**config.mk**
```make
export PLATFORM = sky130hd
export DESIGN_NAME = z80_sram_ctrl
export DESIGN_NICKNAME = d
export VERILOG_FILES = /design/src/rtl/z80_sram_ctrl.sv
export SDC_FILE = /design/constraint.sdc
export NUM_CORES = 1
export LEC_CHECK = 0
export ABC_AREA = 0
export CORE_MARGIN = 8
export CORE_UTILIZATION = 40
export DETAILED_ROUTE_END_ITERATION = 8
export PLACE_DENSITY = 0.78
export SLEW_MARGIN = 20
export SYNTH_ARGS = -nofsm -noshare
export SYNTH_HDL_FRONTEND = slang
export SYNTH_SLANG_ARGS = --single-unit
```
**constraint.sdc**
```tcl
create_clock -name clk -period 2.75 [get_ports clk]
set_clock_uncertainty 0.15 [all_clocks]
set_input_delay 0.825 -clock clk [delete_from_list [all_inputs] [get_ports clk]]
set_output_delay 0.825 -clock clk [all_outputs]
set_load 0.05 [all_outputs]
```
**src/rtl/z80_sram_ctrl.sv**
```systemverilog
// z80_sram_ctrl: Z80 bus-side controller for a synchronous SRAM with one clock of read latency.
//
// Decodes selected Z80 memory cycles, issues exactly one registered SRAM strobe per cycle,
// holds WAIT low until read data has been captured (plus optional wait states), then
// presents read data to the CPU until MREQ is released.
//
// Optional feature: define Z80_SRAM_CTRL_WAIT_EN to build the WAIT state and its counter
// (WAIT_STATES extra cycles). Without it WAIT_STATES has no effect and CAPT goes to HOLD.
//
// Ports:
//   clk, rst                    clock, synchronous active-high reset
//   mreq_n, rd_n, wr_n, rfsh_n  Z80 bus controls (synchronous to clk)
//   addr                        Z80 address; addr[15] selects the SRAM
//   cpu_dout / cpu_din          CPU write data in / read data out
//   cpu_din_oe                  high while cpu_din must drive the CPU bus
//   wait_n                      Z80 WAIT, active low, combinational from the bus
//   sram_a, sram_d_in           registered SRAM address and write data
//   sram_d_out                  SRAM read data
//   sram_ce_n/we_n/oe_n         registered SRAM strobes
//   err                         sticky: RD and WR both low on a selected cycle

module z80_sram_ctrl #(
  parameter int unsigned ADR         = 15,
  parameter int unsigned DAT         = 8,
  parameter logic        RAM_SEL     = 1'b1,
  parameter int unsigned WAIT_STATES = 1
) (
  input  logic           clk,
  input  logic           rst,
  input  logic           mreq_n,
  input  logic           rd_n,
  input  logic           wr_n,
  input  logic           rfsh_n,
  input  logic [15:0]    addr,
  input  logic [DAT-1:0] cpu_dout,
  output logic [DAT-1:0] cpu_din,
  output logic           cpu_din_oe,
  output logic           wait_n,
  output logic [ADR-1:0] sram_a,
  output logic [DAT-1:0] sram_d_in,
  input  logic [DAT-1:0] sram_d_out,
  output logic           sram_ce_n,
  output logic           sram_we_n,
  output logic           sram_oe_n,
  output logic           err
);

`ifdef Z80_SRAM_CTRL_WAIT_EN
  localparam int unsigned WaitEff = WAIT_STATES;
`else
  // Wait states are not built; the parameter is accepted but has no effect.
  localparam int unsigned WaitEff = 0 * WAIT_STATES;
`endif

  typedef enum logic [2:0] {
    StIdle,
    StStrobe,
    StCapt,
    StHold
`ifdef Z80_SRAM_CTRL_WAIT_EN
    , StWait
`endif
  } state_e;

  state_e         state_q;
  logic           rd_q;      // direction of the cycle in flight
  logic           arm_q;     // MREQ seen high since the last accepted cycle
  logic           abort_q;   // MREQ rose while the sequence was in flight
  logic [ADR-1:0] sram_a_q;
  logic [DAT-1:0] sram_d_in_q;
  logic [DAT-1:0] cpu_din_q;
  logic           cpu_din_oe_q;
  logic           ce_n_q;
  logic           we_n_q;
  logic           oe_n_q;
  logic           err_q;
`ifdef Z80_SRAM_CTRL_WAIT_EN
  logic [3:0]     cnt_q;
`endif

  logic sel;
  logic req;
  logic clash;

  assign sel   = !mreq_n && rfsh_n && (addr[15] == RAM_SEL);
  assign req   = sel && (rd_n != wr_n);
  assign clash = sel && !rd_n && !wr_n;

  always_ff @(posedge clk) begin
    if (rst) begin
      state_q      <= StIdle;
      rd_q         <= 1'b0;
      arm_q        <= 1'b1;
      abort_q      <= 1'b0;
      sram_a_q     <= '0;
      sram_d_in_q  <= '0;
      cpu_din_q    <= '0;
      cpu_din_oe_q <= 1'b0;
      ce_n_q       <= 1'b1;
      we_n_q       <= 1'b1;
      oe_n_q       <= 1'b1;
      err_q        <= 1'b0;
`ifdef Z80_SRAM_CTRL_WAIT_EN
      cnt_q        <= 4'd0;
`endif
    end else begin
      // Any high MREQ ends the current Z80 cycle and re-arms the decoder.
      if (mreq_n) begin
        arm_q <= 1'b1;
      end
      unique case (state_q)
        StIdle: begin
          abort_q <= 1'b0;
          if (clash) begin
            err_q <= 1'b1;
          end else if (req && arm_q) begin
            state_q     <= StStrobe;
            arm_q       <= 1'b0;
            rd_q        <= !rd_n;
            sram_a_q    <= addr[ADR-1:0];
            sram_d_in_q <= cpu_dout;
            ce_n_q      <= 1'b0;
            oe_n_q      <= rd_n;
            we_n_q      <= wr_n;
          end
        end
        StStrobe: begin
          // The SRAM acts on the edge ending this state; strobes drop back high here.
          ce_n_q  <= 1'b1;
          we_n_q  <= 1'b1;
          oe_n_q  <= 1'b1;
          state_q <= StCapt;
          if (mreq_n) begin
            abort_q <= 1'b1;
          end
        end
        StCapt: begin
          if (rd_q) begin
            cpu_din_q <= sram_d_out;
          end
          if (mreq_n) begin
            abort_q <= 1'b1;
          end
          if (WaitEff == 0) begin
            if (mreq_n || abort_q) begin
              state_q <= StIdle;
            end else begin
              state_q      <= StHold;
              cpu_din_oe_q <= rd_q;
            end
          end
`ifdef Z80_SRAM_CTRL_WAIT_EN
          else begin
            state_q <= StWait;
            cnt_q   <= 4'(WaitEff);
          end
`endif
        end
`ifdef Z80_SRAM_CTRL_WAIT_EN
        StWait: begin
          cnt_q <= cnt_q - 4'd1;
          if (mreq_n) begin
            abort_q <= 1'b1;
          end
          if (cnt_q == 4'd1) begin
            if (mreq_n || abort_q) begin
              state_q <= StIdle;
            end else begin
              state_q      <= StHold;
              cpu_din_oe_q <= rd_q;
            end
          end
        end
`endif
        StHold: begin
          if (mreq_n) begin
            state_q      <= StIdle;
            cpu_din_oe_q <= 1'b0;
          end
        end
        default: begin
          state_q <= StIdle;
        end
      endcase
    end
  end

  // Combinational so that WAIT is pulled in the same cycle the request appears.
  assign wait_n     = rst || !(req && (state_q != StHold));

  assign cpu_din    = cpu_din_q;
  assign cpu_din_oe = cpu_din_oe_q;
  assign sram_a     = sram_a_q;
  assign sram_d_in  = sram_d_in_q;
  assign sram_ce_n  = ce_n_q;
  assign sram_we_n  = we_n_q;
  assign sram_oe_n  = oe_n_q;
  assign err        = err_q;

endmodule

```
# ---- After elaboration in Yosys (flattened, before gate mapping)
# Cells that the tools add are included.
dict set report totals {
  wordCells 71
  ff_bits 42
  out_inout_bits 37
  in_bits 38
}
dict set report op_classes {
  eq_ne 10
  bitwise_logic 1
  reduce_logical 25
  mux 23
}
# op n
set ops {}
lappend ops {{2-to-1 mux 1 bit} 13}
lappend ops {{case mux 3 bit (4 select lines)} 1}
lappend ops {{AND reduction 3 bit} 4}
lappend ops {{case mux 1 bit (2 select lines)} 5}
lappend ops {{2-to-1 mux 3 bit} 3}
lappend ops {{!= test 2 bit (second input constant)} 4}
lappend ops {{logical AND 1 bit} 7}
lappend ops {{== test 3 x 2 -> 1 bit (second input constant)} 2}
lappend ops {{AND reduction 2 bit} 3}
lappend ops {{nonzero test 2 bit} 3}
lappend ops {{logical NOT 1 bit} 4}
lappend ops {{== test 3 x 1 -> 1 bit (second input constant)} 1}
lappend ops {{logical NOT 3 bit} 1}
lappend ops {{!= test 3 x 2 -> 1 bit (second input constant)} 1}
lappend ops {{logical OR 1 bit} 2}
lappend ops {{2-to-1 mux 2 bit} 1}
lappend ops {{!= test 2 x 1 -> 1 bit (second input constant)} 1}
lappend ops {{OR reduction 2 bit} 1}
lappend ops {{!= test 1 bit} 1}
lappend ops {{inverter 1 bit} 1}

# ---- Longest topological paths before layout
dict set report logic_depth {
  depth_word 8
  depth_mapped 8
  mapped_depth_nobuf 6
}

# ---- Worst setup path after synthesis
# OpenSTA, ideal clock, no wires.
dict set report synth_timing {
  path_kind {input-to-output}
  from {input port rst}
  to {output port wait_n}
  cell_stages 3
  path_buffers 1
  arrival_time_ps 1485
  path_slack_ps 290
  required_time_ps 1775
  path_cell_list {clkbuf_1 > nor2_1 > nand3_1}
}
dict set report synth_via {
  elab_chain_len 1
}
# element line
set synth_lines {}
lappend synth_lines {{start: declaration} 29} ;# input logic rst,
lappend synth_lines {{logical OR 1 bit} 189} ;# assign wait_n = rst || !(req && (state_q != StHold));
lappend synth_lines {{end: declaration} 38} ;# output logic wait_n,
# Every way passes these cells.

# ---- Worst setup path after layout
# Ends and elaborated chain as after synthesis.

==> impl_results.rst <==
.. list-table::
   :header-rows: 1

   * - Metric
     - Value
   * - Portion of the clock cycle consumed by the worst path in the final layout
     - 97.7%
   * - Remaining max-slew budget at the tightest pin
     - 64.2%
   * - Final non-filler cell total
     - 329
   * - Total wire length after detailed routing
     - 4.41 mm
   * - All-layer global routing usage
     - 13.7%
   * - Area of the mapped netlist
     - 0.00161 mm2
   * - Max-cap violations
     - 0
   * - Slew at the pin closest to its max-slew limit
     - 536 ps
   * - Cell taking the most area after synthesis
     - dfxtp_1
   * - Portion of netlist area occupied by mux cells
     - 0%
   * - FF+latch count, synth
     - 41
   * - Mean number of vias per cell
     - 4.95
   * - Worst-path maximum fanout
     - 2
   * - DR iter-0 viols
     - 43
   * - Synthesized netlist net count
     - 243
   * - Max H-tree Level
     - 2
   * - Status
     - finished clean
   * - Area Overhead vs Synth
     - 57.2%
   * - Final-report hold violation count
     - 0
   * - Routed WL per cell
     - 13.4 um
   * - Critical path data arrival time
     - 1710 ps
   * - Postcts setup bufs
     - 0
   * - HPWL reported at the end of detailed placement
     - 3.23 mm
   * - Clock tree from TritonCTS
     - built
   * - Overall die area
     - 0.00630 mm2
   * - Wire length of the first global-routing pass
     - 7.05 mm
   * - Unrepaired setup endpoints after global routing
     - false
   * - Final routed DRC violation total
     - 0
   * - Worst Path Class, Setup
     - input pin to output port
   * - PD cells
     - 555 mW/mm2
   * - Portion of synthesized cell area occupied by the leading cell type
     - 51.1%
   * - Post-detailed-route count of antenna-violating nets
     - 0
   * - Hold slack
     - 303 ps
   * - Final Slew Violations
     - 0
   * - Weighted congestion reported at the end of routability-driven placement
     - 0.731
   * - Adder and majority cell fraction of the synthesized area
     - 3.12%
   * - X dimension of the die
     - 79.4 um
   * - Number of buffers created by CTS
     - 5
   * - Maximum ir drop on the vdd rail
     - 370 uV
   * - Sequential area share after synthesis
     - 51.1%
   * - Fmax
     - 0.372 GHz
   * - Fin nets
     - 322
   * - Time the final worst path needs with I/O delays and setup
     - 2690 ps
   * - Dominant combinational cell family by area after synthesis
     - simple AND/OR/NAND/NOR gates
   * - Quantity of hold-fixing buffers added after cts
     - 0
   * - Synthesized instance count
     - 201
   * - Remaining global-route overflow
     - 0
   * - Number of detailed-route iterations in the first pass
     - 4
   * - Cell family with the largest share of critical-path delay
     - buffers and inverters
   * - Clock tree root buffer cell
     - clkbuf_8
   * - Cells traversed along the worst timing path
     - clkdlybuf4s50_1, nor2_2, nand3_2, buf_12
   * - Maximum number of pins on one net before global-route repair
     - 44
   * - Count of antenna diodes in the layout
     - 0
   * - Final setup violation count
     - 0
   * - Synth Area in Simple Gates
     - 22.8%
   * - Slowest cell delay on critical path
     - 450 ps
   * - Total buffers and inverters traversed by the critical path
     - 2
   * - Cell variety after synth
     - 26
   * - Proportion of layout cells with a drive suffix above 1
     - 7.89%
   * - Mean area per synthesized cell
     - 7.99 um2
   * - Element type at the critical path start
     - input pin
   * - Clk sinks
     - 41
   * - Number of global-route vias before repair
     - 1,593
   * - Number of standard-cell rows in the floorplan
     - 23
   * - DR vias
     - 1,629
   * - XOR/XNOR Fraction of Synth Area
     - 1.09%
   * - CTS Buffer Depth
     - 2
   * - Vertical die dimension
     - 79.4 um
   * - Total leakage power
     - 0.914 nW
   * - Cell Count Post-Placement
     - 323
   * - Worst min path class
     - register to register
   * - Antenna violations before repair
     - 0
   * - CP max-delay cell
     - clkdlybuf4s50_1
   * - Compound-cell area share of the yosys netlist
     - 17.8%
   * - Worst-skew pair later-pin latency
     - 280 ps
   * - Clock transition time at the flip-flop clock pins of the worst setup and hold paths
     - 70 ps
   * - Initial Util
     - 40.7%
   * - Number of top-level pins
     - 75
   * - Largest cells by area after synthesis
     - dfxtp_1 51%, nand2_1 13%, a21oi_1 11%
   * - Endpoint kind of the worst setup timing path
     - output port
   * - Floorplan core area
     - 0.00394 mm2
   * - Count of buffers from port buffering
     - 74
   * - Ys Warns
     - 0
   * - Setup slack on the worst flop-to-flop path
     - 730 ps
   * - Data required time at the worst endpoint
     - 1780 ps
report_power, final:
part | leakage [nW] | switching [mW] | total, mW | internal, mW
clock network | 0.0399 | 0.185 | 0.351 | 0.167
logic | 0.542 | 0.231 | 0.392 | 0.161
registers | 0.332 | 0.0249 | 0.656 | 0.631
registers in the layout (all words and copies together) (netlist names):
signal	cells
sram_d_in	8
cpu_din_oe	1
state_q	2
sram_oe_n	1
rd_q	1
sram_ce_n	1
cpu_din	8
sram_a	15
abort_q	1
arm_q	1
err	1
sram_we_n	1
cell families after synthesis:
logic type / Yosys count
compound gates: 51
flops: 41
fa+ha+maj: 4
xor+xnor: 2
buf+inv: 17
simple gates: 86
what timing repair did:
item	4_1_cts	5_1_grt
resized for setup	7	1
endpoints found under the setup margin	1	1
pin swaps	3	0
path summary, 6_finish.rpt:
path                                               from                      end  cells past startpoint
worst max-delay path                                rst                   wait_n                      4
worst min-delay path            cpu_din[2]$_SDFFE_PP0P_  cpu_din[2]$_SDFFE_PP0P_                      2
worst max register to register  state_q[0]$_SDFFE_PP0P_   sram_we_n$_SDFFE_PP1P_                      6
worst min register to register  cpu_din[2]$_SDFFE_PP0P_  cpu_din[2]$_SDFFE_PP0P_                      2
metal layers:
| metal | part of all wire, % | wire (um) | vias to the layer above | global-route usage, % |
|---|---|---|---|---|
| li1 | - | - | 826 | - |
| met1 | 44 | 1930 | 734 | 16.7 |
| met2 | 47 | 2060 | 63 | 21.8 |
| met3 | 8.6 | 381 | 6 | 5.42 |
| met4 | 0.86 | 38 | 0 | 4.07 |
| met5 | 0 | 0 | - | 0 |
cell usage in the layout, fill, tap and decap left out, drive strengths merged, types with 2 or more instances in the layout:
cell type	Yosys	layout
nand3	9	9
or4	2	2
nand2	57	57
clkbuf	11	5
inv	5	5
clkdlybuf4s50	0	68
nor3	2	2
o21bai	2	2
buf	1	11
o21ai	5	5
nor2	11	11
nand2b	2	2
dfxtp	41	41
a211oi	2	2
dlygate4sd2	0	5
o31a	2	2
a21oi	35	35
ha	4	4
a31oi	2	2
through the flow:
| step | power, mW | utilization [%] | setup slack [ps] | TNS, ps | area [um2] |
|---|---|---|---|---|---|
| floorplan | 0.907 | - | 290 | 0 | 1610 |
| global placement | 1.06 | 62.1 | -153 | -153 | 2450 |
| detailed placement | 1.06 | 62.1 | -160 | -185 | 2450 |
| CTS | 1.42 | 63.9 | 50.0 | 0 | 2520 |
| global route | 1.48 | 64.0 | 13.2 | 0 | 2520 |
| finish | 1.40 | 64.0 | 62.1 | 0 | 2520 |
cell type report:
class	instances	area, um2
Clock buffer	5	68.8
Fill cell	347	1420
Timing Repair Buffer	84	820
Tap cell	50	62.6
Multi-Input combinational cell	143	728
Sequential cell	41	821
Clock inverter	1	5.00
Inverter	5	18.8
worst min-delay path: cells and delay by family (launching register included):
family / cells / cell delay (ps)
and+or+nand+nor: 1 / 50
DFF: 1 / 310
AOI/OAI and AO/OA: 1 / 50
Yosys cell counts:
master,number
o21bai_1,2
a21oi_1,35
xnor2_1,1
or3_1,1
a31o_2,1
nor3_2,1
nor2_1,11
a221oi_1,1
nand2_1,57
o32ai_1,1
buf_2,1
a31oi_1,2
clkbuf_1,11
dfxtp_1,41
ha_1,4
o21ai_0,5
xor2_1,1
or4_1,2
nor3_1,1
nand2b_1,2
a211oi_1,2
nand3b_1,1
inv_1,5
and3b_1,1
o31a_1,2
nand3_1,9
No activity file was read; power rests on OpenSTA's default activity.
==> patch 1: new RTL, same flow settings <==
Build with the macro `Z80_SRAM_CTRL_WAIT_EN` defined.
--- a/src/rtl/z80_sram_ctrl.sv
+++ b/src/rtl/z80_sram_ctrl.sv
@@ -18,6 +18,8 @@
 //   sram_d_out                  SRAM read data
 //   sram_ce_n/we_n/oe_n         registered SRAM strobes
 //   err                         sticky: RD and WR both low on a selected cycle
+
+`define Z80_SRAM_CTRL_WAIT_EN
 
 module z80_sram_ctrl #(
   parameter int unsigned ADR         = 15,
Function: changed (Yosys sat finds a counterexample within 4 cycles, from zero or initial values and one cycle with rst high).
==> patch 1 against the original RTL <==
Via count increased by 3.4%; die area is 16% higher; area after synthesis is 21% higher; cell area increased by 12%; wire length increased by 11%; sequential cell count is 5 higher; global-route usage up 0.18 points; first-iteration DRC count increased to 2.6 times the old value; worst setup slack gained 0.046 ns; maximum frequency is 1.7% higher; worst hold slack improved by 0.042 ns.
Power is not compared: it rests on default switching activity, and its combinational part moved more than twofold at a synthesized area within 25%.
==> patch 1: results (changes against the original RTL) <==
** Setup path
- The launch instance of the worst register-to-register path is state_q[2]$_SDFFE_PP0P_ (was state_q[0]$_SDFFE_PP0P_).
- Critical path data arrival time :: 1.67 ns (was 1.71 ns)
- Slowest stage cell on the critical path :: dlygate4sd2_1 (was clkdlybuf4s50_1)

** Logic synthesis
- Adder-cell area share of the yosys netlist :: 1.29% (was 3.12%)
- Most frequent cells after synthesis :: dfxtp_1 (46), nor2_1 (43), mux2i_1 (32), clkbuf_1 (9) (was nand2_1 (57), dfxtp_1 (41), a21oi_1 (35), clkbuf_1 (11), nor2_1 (11))
- Synth area leaders :: dfxtp_1 (48%), mux2i_1 (17%), nor2_1 (8.3%) (was dfxtp_1 (51%), nand2_1 (13%), a21oi_1 (11%))
- Count of mapped cells out of synthesis :: 198 (was 201)
- Multiplexer fraction of the synthesized cell area :: 17.1% (was 0%)
- Post-synthesis net count :: 238 (was 243)
- Parity-gate share of the synthesized area counting xor and xnor cells :: 0.452% (was 1.09%)
- Compound-Gate Fraction of Synth Area :: 8.02% (was 17.8%)
- Netlist cell types :: 38 (was 26)
- The share of the synthesized area in the top cell type came to 47.6% (was 51.1%).

** Placement
- Post-DP Area :: 2740 sq um (was 2450 sq um)
- Routability congestion estimate :: 0.784 (was 0.731)
- The post-placement setup slack came to -0.0980 ns (was -0.160 ns).

** Layout
- Clock network area share :: 3.23% (was 2.93%)
- Number of clock-tree buffers in the layout :: 7 (was 5)
- The buffering overhead was 29.1% (was 32.5%).
- Filler Cells Inserted :: 414 (was 347)
- The non-filler instance count after layout was 332 (was 329).
- The area of all placed cells without fillers is 2830 sq um (was 2520 sq um).
- The multi-input gate share of the layout cell area was 32.3% (was 28.9%).
- Inverter count :: 3 (was 5)

** Clock tree
- Total of cells resized after clock tree synthesis :: 5 (was 7)

** Global routing
- Global routing met1 resource utilization :: 14.6% (was 16.7%)
- Number of global-route vias before repair :: 1786 (was 1593)
- The largest net degree at the start of global routing was 51 (was 44).
- The met3 demand-to-capacity share in global routing was 7.26% (was 5.42%).

** Routing
- Number of DRC violations after detailed-routing iteration 0 :: 110 (was 43)
- The wire length on met3 was 471 um (was 381 um).
- The via-per-instance ratio was 5.08 (was 4.95).
- Routed length on met1 :: 2030 um (was 1930 um)

** Timing
- The final-layout worst hold slack was 0.344 ns (was 0.303 ns).
- The relative slew slack was 59.1% (was 64.2%).

** Min path
- Min-delay src :: sram_d_in[6]$_SDFFE_PP0P_ (was cpu_din[2]$_SDFFE_PP0P_)

** Outcome
- Result of the run: finished, final reports clean (unchanged).
## patch 1: cell types whose count changed after synthesis, moves of 4 or more
cell,before,now
dfxtp_1,41,46
nand3_1,9,1
nor2_1,11,43
nor3_1,1,6
nand2_1,57,6
a21oi_1,35,6
mux2i_1,0,32
nor4_1,0,4
## patch 1: worst max-delay path by stage
stage	from	to	slack [ns]	depth (start not counted)
floorplan	rst	wait_n	0.21	2
global placement	rd_n	wait_n	-0.08	4
detailed placement	rd_n	wait_n	-0.1	4
CTS	mreq_n	wait_n	0.11	4
global route	mreq_n	wait_n	0.07	4
finish	mreq_n	wait_n	0.11	4
## patch 1: cell families after synthesis
group / count (synthesis)
multiplexers: 33
XOR/XNOR: 1
adder cells (fa/ha/maj): 2
flip-flops: 46
AND/OR/NAND/NOR: 77
buffers and inverters: 16
AO/OA/AOI/OAI: 23
## patch 1: worst min-delay path: stages (launching register included)
cell	delay (ns)
dfxtp_1	0.33
mux2i_1	0.06
nor2_1	0.07
==> patch 2: new RTL, config.mk and constraints unchanged <==
Without the edit above. Reset style: asynchronous (`rst`), changed in one clocked block. Comments in the files are not updated.
--- a/src/rtl/z80_sram_ctrl.sv
+++ b/src/rtl/z80_sram_ctrl.sv
@@ -86,7 +86,7 @@
   assign req   = sel && (rd_n != wr_n);
   assign clash = sel && !rd_n && !wr_n;
 
-  always_ff @(posedge clk) begin
+  always_ff @(posedge clk or posedge rst) begin
     if (rst) begin
       state_q      <= StIdle;
       rd_q         <= 1'b0;
Behaviour: differs if rst is asserted again (counterexample within 4 cycles, from zero or initial values and one cycle with rst high); with rst held inactive, the same outputs for 10 cycles.
==> patch 2 against the original RTL <==
Worst setup slack got worse by 0.0088 ns; cell area increased by 9.7%; area after synthesis increased by 14%; wire length increased by 2.3%; register-to-register slack improved by 0.15 ns; via count decreased by 20%; first-iteration DRC count decreased by 7.0%; sequential cell count unchanged; die area increased by 11%; largest cell class unchanged.
Power is not compared: it rests on default switching activity, and its combinational part moved more than twofold at a synthesized area within 25%.
==> patch 2: results (changes against the original RTL) <==
** Outcome
- Result of the run :: finished, final reports clean (unchanged)

** Global routing
- The combined global-route utilization of all metal layers came to 13.0% (was 13.7%).
- Global routing met1 resource utilization :: 15.0% (was 16.7%)
- Maximum number of pins on one net before global-route repair :: 42 (was 44)

** Layout
- Final Instance Count excl. Fillers :: 268 (was 329)
- The share of cells above drive strength 1 was 26.9% (was 7.89%).

** Routing
- Overall routed net length :: 4510 um (was 4410 um)
- Number of DRC violations after detailed-routing iteration 0 :: 40 (was 43)
- The wire length on met1 was 1900 um (was 1930 um).
- Met2 WL :: 2090 um (was 2060 um)

** Setup path
- Setup slack, reg-to-reg :: 0.88 ns (was 0.73 ns)
- Destination of the worst register-to-register timing path :: state_q[1]$_DFFE_PP0P_ (was sram_we_n$_SDFFE_PP1P_)
- The largest incremental delay on the critical path is 0.51 ns (was 0.45 ns).

** Placement
- Routability congestion estimate :: 0.766 (was 0.731)
- Post-placement worst setup slack :: -0.128 ns (was -0.160 ns)
- Sum of net half-perimeters after detailed placement :: 3500 um (was 3230 um)
- Number of cells after detailed placement :: 259 (was 323)

** Logic synthesis
- Primary FF master, synth :: dfrtp_1 (was dfxtp_1)
- Post-synthesis net count :: 172 (was 243)
- Synth area leaders: dfrtp_1 (51%), mux2_4 (14%), mux2_2 (8.6%) (was dfxtp_1 (51%), nand2_1 (13%), a21oi_1 (11%)).
- The adder-cell share of the synthesized area was 3.42% (was 3.12%).
- The register area share after synthesis came to 56.4% (was 51.1%).
- The post-synthesis compound-gate area fraction came to 4.92% (was 17.8%).
- The xor-xnor portion of the synthesized cell area came to 0.889% (was 1.09%).
- Proportion of register bits with asynchronous set or reset after synthesis :: 100% (was 0%)

** Min path
- Min-delay src :: err$_DFFE_PP0N_ (was cpu_din[2]$_SDFFE_PP0P_)
- Depth of the worst hold-timing path :: 1 (was 2)
- Hold Crit Endpoint :: err$_DFFE_PP0N_ (was cpu_din[2]$_SDFFE_PP0P_)

** Timing
- The transition time at the pin with the least slew margin came to 0.532 ns (was 0.536 ns).
==> patch 2: worst max path at each step <==
| stage | end | slack [ns] | cells after the start |
|---|---|---|---|
| finish | wait_n | 0.05 | 4 |
| global route | wait_n | 0.009 | 4 |
| CTS | wait_n | 0.05 | 4 |
| detailed placement | wait_n | -0.13 | 4 |
| global placement | wait_n | -0.11 | 4 |
| floorplan | wait_n | -0.26 | 2 |
==> patch 2: area by class of cell <==
cell class	count	area (sq um)
Tap cell	52	65.1
Multi-Input combinational cell	79	748
Fill cell	344	1620
Sequential cell	41	1030
Timing Repair Buffer	83	820
Clock buffer	6	72.6
Clock inverter	2	10.0
Inverter	5	22.5
==> patch 2: repair_timing <==
item | in CTS | in global routing
resized for setup | 5 | 0
endpoints found under the setup margin | 1 | 0
setup buffers | 1 | 0
hold buffers | 0 | 0
==> patch 2: power by group <==
part	switching, mW	total (mW)	internal, mW
sequential	0.178	1.08	0.899
combinational	1.28	2.09	0.804
clock	0.204	0.380	0.176
